## config.mk

```make
export PLATFORM = sky130hd
export DESIGN_NAME = comb_logic_unit
export DESIGN_NICKNAME = d
export VERILOG_FILES = /design/src/rtl/comb_logic_unit.sv
export SDC_FILE = /design/constraint.sdc
export NUM_CORES = 1
export LEC_CHECK = 0
export ABC_AREA = 1
export CELL_PAD_IN_SITES_DETAIL_PLACEMENT = 0
export CELL_PAD_IN_SITES_GLOBAL_PLACEMENT = 1
export CORE_MARGIN = 3
export CORE_UTILIZATION = 30
export DETAILED_ROUTE_END_ITERATION = 10
export GPL_TIMING_DRIVEN = 0
export PLACE_DENSITY = 0.89
export SLEW_MARGIN = 25
export SYNTH_ARGS = -nofsm -noshare
export SYNTH_HDL_FRONTEND = slang
export SYNTH_SLANG_ARGS = --single-unit
```

## constraint.sdc

```tcl
create_clock -name clk -period 0.8 [get_ports clk]
set_input_delay 0.16 -clock clk [delete_from_list [all_inputs] [get_ports clk]]
set_output_delay 0.16 -clock clk [all_outputs]
set_load 0.05 [all_outputs]
```

## src/rtl/comb_logic_unit.sv

```systemverilog
// Registered wrapper around a 3-input "silly" function, a bitwise gate bank
// and an AND reduction; results load one clock after a qualifying in_valid.
module comb_logic_unit #(
    parameter int W  = 4,
    parameter int AW = 8
) (
    input  logic          clk,
    input  logic          reset,
    input  logic          in_valid,
    input  logic          sa,
    input  logic          sb,
    input  logic          sc,
    input  logic [W-1:0]  ga,
    input  logic [W-1:0]  gb,
    input  logic [AW-1:0] ra,
    output logic          out_valid,
    output logic          sy,
    output logic [W-1:0]  yinv,
    output logic [W-1:0]  yand,
    output logic [W-1:0]  yor,
    output logic [W-1:0]  yxor,
    output logic [W-1:0]  ynand,
    output logic [W-1:0]  ynor,
    output logic          ry
);

    logic          sy_next;
    logic          ry_next;
    logic [W-1:0]  yinv_next;
    logic [W-1:0]  yand_next;
    logic [W-1:0]  yor_next;
    logic [W-1:0]  yxor_next;
    logic [W-1:0]  ynand_next;
    logic [W-1:0]  ynor_next;

    logic          out_valid_reg;
    logic          sy_reg;
    logic          ry_reg;
    logic [W-1:0]  yinv_reg;
    logic [W-1:0]  yand_reg;
    logic [W-1:0]  yor_reg;
    logic [W-1:0]  yxor_reg;
    logic [W-1:0]  ynand_reg;
    logic [W-1:0]  ynor_reg;

    // Minterms 000, 100 and 101 reduce to ~b & (a | ~c).
    assign sy_next = ~sb & (sa | ~sc);
    assign ry_next = &ra;

    genvar gi;
    generate
        for (gi = 0; gi < W; gi++) begin : g_bit
            assign yinv_next[gi]  = ~ga[gi];
            assign yand_next[gi]  = ga[gi] & gb[gi];
            assign yor_next[gi]   = ga[gi] | gb[gi];
            assign yxor_next[gi]  = ga[gi] ^ gb[gi];
            assign ynand_next[gi] = ~(ga[gi] & gb[gi]);
            assign ynor_next[gi]  = ~(ga[gi] | gb[gi]);
        end
    endgenerate

    // Results hold across invalid cycles; only out_valid follows in_valid.
    always_ff @(posedge clk or posedge reset) begin
        if (reset) begin
            out_valid_reg <= 1'b0;
            sy_reg        <= 1'b0;
            ry_reg        <= 1'b0;
            yinv_reg      <= '0;
            yand_reg      <= '0;
            yor_reg       <= '0;
            yxor_reg      <= '0;
            ynand_reg     <= '0;
            ynor_reg      <= '0;
        end else begin
            out_valid_reg <= in_valid;
            if (in_valid) begin
                sy_reg    <= sy_next;
                ry_reg    <= ry_next;
                yinv_reg  <= yinv_next;
                yand_reg  <= yand_next;
                yor_reg   <= yor_next;
                yxor_reg  <= yxor_next;
                ynand_reg <= ynand_next;
                ynor_reg  <= ynor_next;
            end
        end
    end

    assign out_valid = out_valid_reg;
    assign sy        = sy_reg;
    assign ry        = ry_reg;
    assign yinv      = yinv_reg;
    assign yand      = yand_reg;
    assign yor       = yor_reg;
    assign yxor      = yxor_reg;
    assign ynand     = ynand_reg;
    assign ynor      = ynor_reg;

endmodule

```

==> impl_results.md <==
* FMAX at 989 MHz
* Syn_nets at 145
* Critical path's largest stage delay at 430 ps
* Commonest non-fill, non-tap cell in the layout: nand2_1
* Reg clk slew, reported paths at 90 ps
* Antenna violations before repair at 0
* Synth warnings at 0
* Post-DP HPWL at 1990 um
* I/O Pins at 49
* P_leak at 0.913 nW
* Violations in the final reports: negative setup slack
* Grt ovf at 0
* Rel. slew slack at 62.0%
* Setup Skew at 0 ps
* CTS buffer count at 3
* Cell count after placement at 209
* CTS tree: built
* Longest Clk Path Bufs at 2
* Seq cells post-synth at 27
* Root buffer cell: clkbuf_8
* Layout cell share with drive strength beyond 1 at 42.9%
* Post-route setup slack at -211 ps
* Hold Crit Start: ga[2]
* Tcrit/Tclk final at 126%
* Slew @ Worst Pin at 566 ps
* Critical Path Fanout Max at 2
* Cell Area, Synth at 1140 um^2
* Max Cap Viol at 0
* Max VDD drop at 0.898 mV
* Crit path DAT at 850 ps
* Hold Vio Cnt, Final at 0
* Most frequent cells in the layout: 45 x nand2_1, 31 x buf_6, 26 x dfrtp_2, 12 x clkdlybuf4s50_1, 9 x inv_1
* Clock Latency Late Sink at 270 ps
* Core Footprint at 3490 um^2
* Worst path bufs/invs at 1
* CTS H-tree depth at 1
* DRT Pass-1 Iters at 4
* Power per cell area at 1860 nW/um^2
* Pin count of the biggest net entering global routing at 28
* Final WL at 2730 um
* Status: finished with violations
* Count of cell types in the netlist at 14
* Vias in the first global route at 1079
* Die X at 67.6 um
* Crit Path Category: flip-flop to output pin
* Slowest cell on the critical path: dfrtp_2
* Die Span Y at 67.6 um
* Vias per cell at 4.42
* Max-slew violation count at 0
* Cells after Synth at 115
* Fin util at 53.1%
* Crit start category: flip-flop
* Critical Path End Type: output pin
* # rows at 21
* Mean Syn Cell Area at 9.91 um^2
* Seq/Total Area, Yosys at 59.3%
* Critical Path Source: ynor[0]
* Final setup violation count at 28
* Tmin final at 1010 ps
* CTS sink count at 27
* Die area at 4580 um^2
* Area Growth Syn to Fin at 62.9%
* Vias at 986
* First-pass GRT wire length at 4750 um
* Nets at 208
* Wire per inst at 12.2 um
* Post-Layout Cell Count at 223
* Crit-path leading delay family: flip-flops
* Initial Util at 32.6%
* R2R Path Start: ynand[1]
* Iter 0 DRT Violations at 25
* PortBufs at 48
* Crit-path cells: buf_6
* Post-route ant nets at 0
* GRT Total Usage at 13.8%
* Unrepaired setup endpoints after global routing: yes
* HP Class: primary input to flip-flop
* Gpl congestion at 0.683
* WP data required at 640 ps
* Drc violations at 0
* Diode count at 0
Yosys cell counts:
library cell / number / area share, %
or2_1: 3 / 1.6
ha_1: 8 / 8.8
buf_2: 1 / 0.44
o21ai_1: 4 / 1.8
o21ai_0: 1 / 0.44
dfrtp_1: 27 / 59
nand3_1: 1 / 0.44
nor2_1: 3 / 0.99
inv_1: 10 / 3.3
inv_4: 1 / 0.55
nand2_1: 45 / 15
buf_4: 2 / 1.3
buf_6: 1 / 0.99
o21a_1: 8 / 5.3
layout make-up:
cell class	instances	area [um^2]
Tap cell	46	57.6
Clock inverter	1	5.00
Sequential cell	27	708
Multi-Input combinational cell	73	389
Timing Repair inverter	1	5.00
Timing Repair Buffer	57	568
Buffer	4	35.0
Inverter	11	47.5
Clock buffer	3	41.3
Fill cell	329	1640
path summary, 6_finish.rpt:
| kind | end | slack, ps | cells past startpoint |
|---|---|---|---|
| min in group asynchronous | yor[3] | 280 | 2 |
| max in group asynchronous | yor[0] | 130 | 2 |
| worst min register to register | yxor[3] | 500 | 2 |
| worst max-delay path | ynor[0] | -210 | 1 |
| worst max register to register | ynand[1] | 0 | 2 |
| worst min-delay path | yinv[2] | 90 | 2 |
metrics by stage:
step	setup TNS [ps]	area (um^2)	total power, mW	hold WS (ps)	setup WS, ps
6_report	-5420	1860	3.44	93.9	-211
5_1_grt	-6480	1860	3.64	108	-255
4_1_cts	-5860	1840	3.47	142	-392
3_5_place_dp	-46380	1710	2.62	465	-762
3_3_place_gp	-42820	1710	2.59	460	-647
2_1_floorplan	-56.8	1170	2.20	191	-7.10
cells by family after synthesis:
logic type / count (synthesis) / share of synthesized area [%]
AND/OR/NAND/NOR: 52 / 17.9
buffers and inverters: 15 / 6.59
AO/OA/AOI/OAI: 13 / 7.46
adder cells (fa/ha/maj): 8 / 8.78
flip-flops: 27 / 59.3
metal layers:
layer	routed length, um	track usage (%)	vias up
met3	228	4.66	5
li1	-	-	475
met4	38	4.56	0
met1	1050	15.9	470
met5	0	0	-
met2	1410	23.8	36
what timing repair did:
action / in CTS / in global routing
hold endpoints to repair: 0 / 0
hold buffers: 0 / 0
gates cloned: 0 / 1
endpoints found under the setup margin: 80 / 43
pin swaps: 1 / 2
setup buffers: 7 / 2
resized for setup: 198 / 12
report_power, final:
| group | internal [mW] | switching [mW] |
|---|---|---|
| registers | 1.50 | 0.0877 |
| logic | 0.440 | 0.655 |
| clock network | 0.349 | 0.412 |
| total | 2.29 | 1.15 |
No activity file was read; power rests on OpenSTA's default activity.
